--- config.mk ---
export PLATFORM = sky130hd
export DESIGN_NAME = app_stream_parser
export DESIGN_NICKNAME = d
export VERILOG_FILES = /design/src/rtl/app_stream_parser.sv
export SDC_FILE = /design/constraint.sdc
export NUM_CORES = 1
export LEC_CHECK = 0
export CORE_MARGIN = 5
export CORE_UTILIZATION = 50
export DETAILED_ROUTE_END_ITERATION = 8
export PLACE_DENSITY = 0.74
export SLEW_MARGIN = 15
export SYNTH_ARGS = -nofsm -noshare
export SYNTH_HDL_FRONTEND = slang
export SYNTH_SLANG_ARGS = --single-unit
--- constraint.sdc ---
create_clock -name clk_i -period 4.65 [get_ports clk_i]
set_clock_uncertainty 0.05 [all_clocks]
set_input_delay 0.93 -clock clk_i [delete_from_list [all_inputs] [get_ports clk_i]]
set_output_delay 0.93 -clock clk_i [all_outputs]
set_load 0.05 [all_outputs]
--- src/rtl/app_stream_parser.sv ---
// Application/task word-stream parser: tags each accepted word with field code,
// task index and end-of-application marker, and buffers it toward the packetizer.
module app_stream_parser #(
  parameter int FLIT_SIZE  = 32,
  parameter int FIFO_DEPTH = 4
) (
  input  logic                 clk_i,
  input  logic                 rst_ni,
  input  logic                 rx_i,
  output logic                 credit_o,
  input  logic [FLIT_SIZE-1:0] data_i,
  input  logic                 eoa_i,
  output logic                 valid_o,
  input  logic                 ready_i,
  output logic [FLIT_SIZE-1:0] data_o,
  output logic [3:0]           field_o,
  output logic [FLIT_SIZE-1:0] task_o,
  output logic                 last_o,
  output logic                 err_o,
  output logic                 done_o
);
  localparam int AW = $clog2(FIFO_DEPTH);
  localparam logic [AW:0]          DEPTH_C = (AW+1)'(FIFO_DEPTH);
  localparam logic [FLIT_SIZE-1:0] ONE     = FLIT_SIZE'(1);

  typedef enum logic [3:0] {
    S_DSZ = 4'd0, S_CNT = 4'd1, S_MAP = 4'd2, S_TAG = 4'd3, S_GRF  = 4'd4,
    S_TSZ = 4'd5, S_DSZ2 = 4'd6, S_BSS = 4'd7, S_ENT = 4'd8, S_BIN = 4'd9
  } state_t;

  typedef struct packed {
    logic [FLIT_SIZE-1:0] data;
    logic [3:0]           field;
    logic [FLIT_SIZE-1:0] tsk;
    logic                 last;
  } entry_t;

  state_t               state_q, state_d;
  logic [FLIT_SIZE-1:0] dsz_q, dsz_d, cnt_q, cnt_d, tsz_q, tsz_d;
  logic [FLIT_SIZE-1:0] t_q, t_d, g_q, g_d, k_q, k_d, b_q, b_d;
  logic [FLIT_SIZE:0]   bin_q, bin_d, sum;
  logic                 err_q, err_d;

  entry_t               mem_q [FIFO_DEPTH];
  logic [AW-1:0]        wr_q, rd_q;
  logic [AW:0]          occ_q;
  entry_t               wr_e, head;
  logic                 acc, pop, full, go_dsz;

  assign full     = (occ_q == DEPTH_C);
  assign credit_o = rst_ni & ~full;
  assign acc      = rx_i & credit_o;
  assign valid_o  = (occ_q != '0);
  assign pop      = valid_o & ready_i;
  assign sum      = {1'b0, tsz_q} + {1'b0, data_i};

  always_comb begin
    state_d = state_q;
    dsz_d = dsz_q; cnt_d = cnt_q; tsz_d = tsz_q; bin_d = bin_q; err_d = err_q;
    t_d = t_q; g_d = g_q; k_d = k_q; b_d = b_q;
    go_dsz  = 1'b0;
    wr_e.data  = data_i;
    wr_e.field = state_q;
    wr_e.last  = 1'b0;
    wr_e.tsk   = '0;
    if (state_q == S_MAP || state_q == S_TAG) wr_e.tsk = t_q;
    else if (state_q >= S_TSZ)                wr_e.tsk = k_q;
    if (acc) begin
      case (state_q)
        S_DSZ: begin dsz_d = data_i; state_d = S_CNT; end
        S_CNT: begin
          cnt_d = data_i;
          if (data_i != '0)     begin state_d = S_MAP; t_d = '0; end
          else if (dsz_q != '0) begin state_d = S_GRF; g_d = '0; end
          else go_dsz = 1'b1;
        end
        S_MAP: state_d = S_TAG;
        S_TAG: begin
          t_d = t_q + ONE;
          if (t_q + ONE < cnt_q) state_d = S_MAP;
          else if (dsz_q != '0)  begin state_d = S_GRF; g_d = '0; end
          else                   begin state_d = S_TSZ; k_d = '0; end
        end
        S_GRF: begin
          g_d = g_q + ONE;
          if (g_q + ONE < dsz_q)   state_d = S_GRF;
          else if (cnt_q != '0)    begin state_d = S_TSZ; k_d = '0; end
          else go_dsz = 1'b1;
        end
        S_TSZ:  begin tsz_d = data_i; state_d = S_DSZ2; end
        S_DSZ2: begin
          // Bin word count is the byte total in words; a ragged total is flagged, not rounded.
          bin_d = {2'b00, sum[FLIT_SIZE:2]};
          if (sum[1:0] != 2'b00) err_d = 1'b1;
          state_d = S_BSS;
        end
        S_BSS: state_d = S_ENT;
        S_ENT: begin
          if (bin_q != '0) begin state_d = S_BIN; b_d = '0; end
          else if (k_q + ONE < cnt_q) begin state_d = S_TSZ; k_d = k_q + ONE; end
          else go_dsz = 1'b1;
        end
        S_BIN: begin
          b_d = b_q + ONE;
          if ({1'b0, b_q + ONE} < bin_q) state_d = S_BIN;
          else if (k_q + ONE < cnt_q)    begin state_d = S_TSZ; k_d = k_q + ONE; end
          else go_dsz = 1'b1;
        end
        default: state_d = S_DSZ;
      endcase
      if (go_dsz) begin
        state_d   = S_DSZ;
        wr_e.last = 1'b1;
        t_d = '0; g_d = '0; k_d = '0; b_d = '0;
      end
    end
  end

  always_ff @(posedge clk_i or negedge rst_ni) begin
    if (!rst_ni) begin
      state_q <= S_DSZ;
      dsz_q <= '0; cnt_q <= '0; tsz_q <= '0; bin_q <= '0; err_q <= 1'b0;
      t_q <= '0; g_q <= '0; k_q <= '0; b_q <= '0;
    end else begin
      state_q <= state_d;
      dsz_q <= dsz_d; cnt_q <= cnt_d; tsz_q <= tsz_d; bin_q <= bin_d; err_q <= err_d;
      t_q <= t_d; g_q <= g_d; k_q <= k_d; b_q <= b_d;
    end
  end

  // Storage needs no reset: every output field is masked by valid_o.
  always_ff @(posedge clk_i) begin
    if (acc) mem_q[wr_q] <= wr_e;
  end

  always_ff @(posedge clk_i or negedge rst_ni) begin
    if (!rst_ni) begin
      wr_q <= '0; rd_q <= '0; occ_q <= '0;
    end else begin
      if (acc) wr_q <= wr_q + 1'b1;
      if (pop) rd_q <= rd_q + 1'b1;
      case ({acc, pop})
        2'b10:   occ_q <= occ_q + 1'b1;
        2'b01:   occ_q <= occ_q - 1'b1;
        default: occ_q <= occ_q;
      endcase
    end
  end

  assign head    = mem_q[rd_q];
  assign data_o  = valid_o ? head.data  : '0;
  assign field_o = valid_o ? head.field : '0;
  assign task_o  = valid_o ? head.tsk   : '0;
  assign last_o  = valid_o & head.last;
  assign err_o   = err_q;
  assign done_o  = eoa_i & (state_q == S_DSZ) & ~valid_o;
endmodule

==> results of run 1 <==
==> layout by cell type (no fill, tap or decap), drive strengths merged, types with 13 or more instances in the layout <==
cell	count
a211oi	18
a21o	24
a21oi	60
a221o	16
a22o	57
a31oi	18
and2	88
and3	32
buf	169
clkbuf	66
clkdlybuf4s50	107
clkinv	16
dfrtp	267
edfxtp	276
ha	164
inv	148
mux2	109
mux4	69
nand2	175
nand2b	19
nand3	93
nand4	43
nor2	115
nor2b	28
nor3	33
nor4	46
o211ai	20
o21a	13
o21ai	142
o31ai	17
or2	14
xnor2	93
xor2	55
==> routing by layer <==
metal	wire length, um	share of wire (%)	vias up	global-route usage, %
met5	19	0.025	-	0
met4	3050	4.1	2	8.59
met3	4390	5.8	155	3.90
met2	36300	48	599	38.6
met1	31600	42	10300	32.0
li1	-	-	9531	-
==> repair_timing <==
item / CTS / global route
resized for setup: 1 / 46
pin swaps: 0 / 13
endpoints found under the setup margin: 17 / 133
buffers inserted: 0 / 12
==> flip-flops by register name (all words and copies together) (netlist names), 2 cells and up <==
register and count:
mem_q 276, b_q 32, cnt_q 32, dsz_q 32
g_q 32, k_q 32, t_q 32, tsz_q 32
bin_q 31, state_q 4, occ_q 3, rd_q 2
wr_q 2
==> per-stage QoR <==
stage / instance area, sq um / utilization [%] / worst slack (ns) / instances / hold WS [ns]
5_1_grt: 34100 / 59.2 / -0.0518 / 3484 / 0.403
3_5_place_dp: 31800 / 55.3 / -0.0144 / 3371 / 0.420
6_report: 34100 / 59.2 / 0.141 / 3484 / 0.368
3_3_place_gp: 31800 / 55.3 / 0.0827 / 3371 / 0.421
2_1_floorplan: 29000 / - / 0.0218 / 2466 / 0.405
4_1_cts: 33800 / 58.7 / 0.00692 / 3472 / 0.370
==> where the power goes <==
group | switching (W) | internal [W]
clock | 0.00193 | 0.00285
combinational | 0.00567 | 0.00403
sequential | 0.00104 | 0.00623
==> cell type report <==
| class | count | area (sq um) | share of cell area (%) |
|---|---|---|---|
| Inverter | 143 | 537 | 1.58 |
| Clock buffer | 66 | 1450 | 4.25 |
| Sequential cell | 543 | 15000 | 44.0 |
| Clock inverter | 35 | 510 | 1.50 |
| Tap cell | 765 | 957 | 2.81 |
| Timing Repair Buffer | 276 | 2490 | 7.30 |
| Multi-Input combinational cell | 1656 | 13100 | 38.6 |
==> cells by family (layout without fill, tap and decap cells) <==
kind of cell    count (synthesis)  in the layout  synth area share [%]
buf+inv                       267            520                  3.69
xor+xnor                      148            148                  4.48
flops                         543            543                  51.7
fa+ha+maj                     166            166                  7.22
simple gates                  720            720                  12.9
mux                           183            183                  9.78
compound gates                439            439                  10.3
==> worst min-delay path by stage <==
| stage | from | depth (start not counted) | endpoint |
|---|---|---|---|
| floorplan | occ_q[2] | 1 | occ_q[2] |
| CTS | rst_ni | 2 | g_q[13] |
| detailed placement | err_o | 1 | err_o |
| global placement | err_o | 1 | err_o |
| global route | rst_ni | 2 | g_q[9] |
| finish | rst_ni | 2 | g_q[9] |
==> impl_summary.log, run 1 <==
INFO  metric timing.rr.end = g_q[30]
INFO  metric finalMaxSlewViolations = 0
INFO  metric synthCells = 2466
INFO  metric grt_pass1_wl = 118 mm
INFO  metric ys_async_sr_fraction = 49.2%
INFO  metric r2r_start = k_q[10]
INFO  metric setup.worst_path.end_class = flop
INFO  metric count_of_cell_instances_traversed_by_the_critical_path = 19
INFO  metric tritoncts = built
INFO  metric drt_wl_total = 75.3 mm
INFO  metric worstSetupPathType = reg2reg
INFO  metric fin_nets = 2877
INFO  metric synth_enable_flop_cells = 276
INFO  metric max_clock_freq = 222 MHz
INFO  metric placementRows = 88
INFO  metric synth_seq_area_share = 51.7%
INFO  metric post-route-period-util = 97.0%
INFO  metric final_antenna_net_count = 0
INFO  metric synth_seq_cells = 543
INFO  metric yosys-top-cells-count = sky130_fd_sc_hd__edfxtp_1, sky130_fd_sc_hd__dfrtp_1, sky130_fd_sc_hd__nand2_1
INFO  metric initial_antenna_violation_count = 2
INFO  metric hpwlAfterDp = 54.2 mm
INFO  metric cts_sinks = 543
INFO  metric first_pass_iters = 5
INFO  metric first_global_vias = 20700
INFO  metric fp.dieW = 251 um
INFO  metric cts.htree.levels = 2
INFO  metric final_layout_size_suffix_gt1_share = 18.8%
INFO  metric starting_density = 50.3%
INFO  metric ys_dominant_reg_cell = sky130_fd_sc_hd__edfxtp_1
INFO  metric net_count_of_the_mapped_netlist = 2669
INFO  metric min-delay-path-class = in2async
INFO  metric synthesis.yosys.warnings = 0
INFO  metric outcome = completed
INFO  metric post_synth.cell_area_avg = 11.7 sq um
INFO  metric wp_data_arrival = 4.97 ns
INFO  metric flow.area_growth_from_synthesis = 17.6%
INFO  metric io_pins = 110
INFO  metric finalPower = 0.0217 W
INFO  metric placement.io_buffers = 109
INFO  metric design.core.area = 0.0576 sq mm
INFO  metric series_of_cell_instances_along_the_critical_path = nand2_1 > nor4_4 > nand3_2 > or2_1 > nor2_2 > nand4_1 > xnor2_1 > ha_1 > nand4_1 > nor4_2 > o311ai_1 > a31o_2 > nand2_1 > inv_1 > o21a_2 > buf_4 > o21a_4 > buf_4 > o31ai_1
INFO  metric peakVddDrop = 545 uV
INFO  metric required = 5.11 ns
INFO  metric cp_num_buf_inv = 3
INFO  metric drv.max_cap_violation_count = 0
INFO  metric setup_viol_count_final = 0
INFO  metric grt.overflow.total = 0
INFO  metric drcViolationCount = 0
INFO  metric cts-root-to-sink-buffers = 3
INFO  metric grt_util_all_layers = 23.6%
INFO  metric detail_route.wl_per_cell = 21.6 um
INFO  metric worst_setup_path_endpoint = g_q[30]
INFO  metric slew_headroom = 28.1%
INFO  metric reg2regPathDepth = 19
INFO  metric pwr_density_cell = 638 mW/mm^2
INFO  metric post-synth-top-area-fraction = 28.6%
INFO  metric tightestPinTransition = 1.07 ns
INFO  metric synth_area_leaders = sky130_fd_sc_hd__edfxtp_1, sky130_fd_sc_hd__dfrtp_1, sky130_fd_sc_hd__ha_1, sky130_fd_sc_hd__mux4_2, sky130_fd_sc_hd__mux2_2
INFO  metric timing_hold_violations_final = 0
INFO  metric antenna-diode-count = 0
INFO  metric fp.dieArea = 0.0628 sq mm
INFO  metric worst_path_max_delay_cell = sky130_fd_sc_hd__dfrtp_1
INFO  metric cts_root_buffer = sky130_fd_sc_hd__clkbuf_16
INFO  metric dieHeight = 251 um
INFO  metric vias_per_cell = 5.90
INFO  metric cts.clk_slew.worst_paths = 0.06 ns
INFO  metric origin_of_the_worst_setup_path = k_q[10]
INFO  metric worstPathMaxFanout = 8
INFO  metric max_stage_delay = 0.47 ns
INFO  metric setup-tns-final = 0 ns
INFO  metric vias = 20600
INFO  metric fillerInstances = 4522
INFO  metric syn-cell-area = 0.0290 sq mm
INFO  metric cpLargestDelayFamily = simple AND/OR/NAND/NOR gates
INFO  metric post-route-min-period = 4.51 ns
INFO  metric p_leak = 14.0 nW
INFO  metric worst_setup_path_start_kind = flop
INFO  metric post_synth_num_cell_types = 79
INFO  metric synth_largest_area_cell = sky130_fd_sc_hd__edfxtp_1
INFO  metric timing.reg2reg.setup_slack = 0.14 ns
INFO  metric grt_max_degree = 84
INFO  metric worstSkewPairLatency = 0.62 ns
INFO  metric cts-buffers-inserted = 54
INFO  metric hold_buf_count_cts = 0
INFO  metric drt_first_iter_violations = 1545
INFO  metric gp_congestion = 0.928
INFO  metric yosysMostFrequentCell = sky130_fd_sc_hd__edfxtp_1
No activity file was read; power rests on OpenSTA's default activity.
==> inputs of run 2 (changes only) <==
--- a/config.mk
+++ b/config.mk
@@ -5,6 +5,7 @@
 export SDC_FILE = /design/constraint.sdc
 export NUM_CORES = 1
 export LEC_CHECK = 0
+export CAP_MARGIN = 20
 export CORE_MARGIN = 5
 export CORE_UTILIZATION = 50
 export DETAILED_ROUTE_END_ITERATION = 8
==> results of run 2 <==
Same layout as run 1: the final DEF is identical, and so are final timing and power.
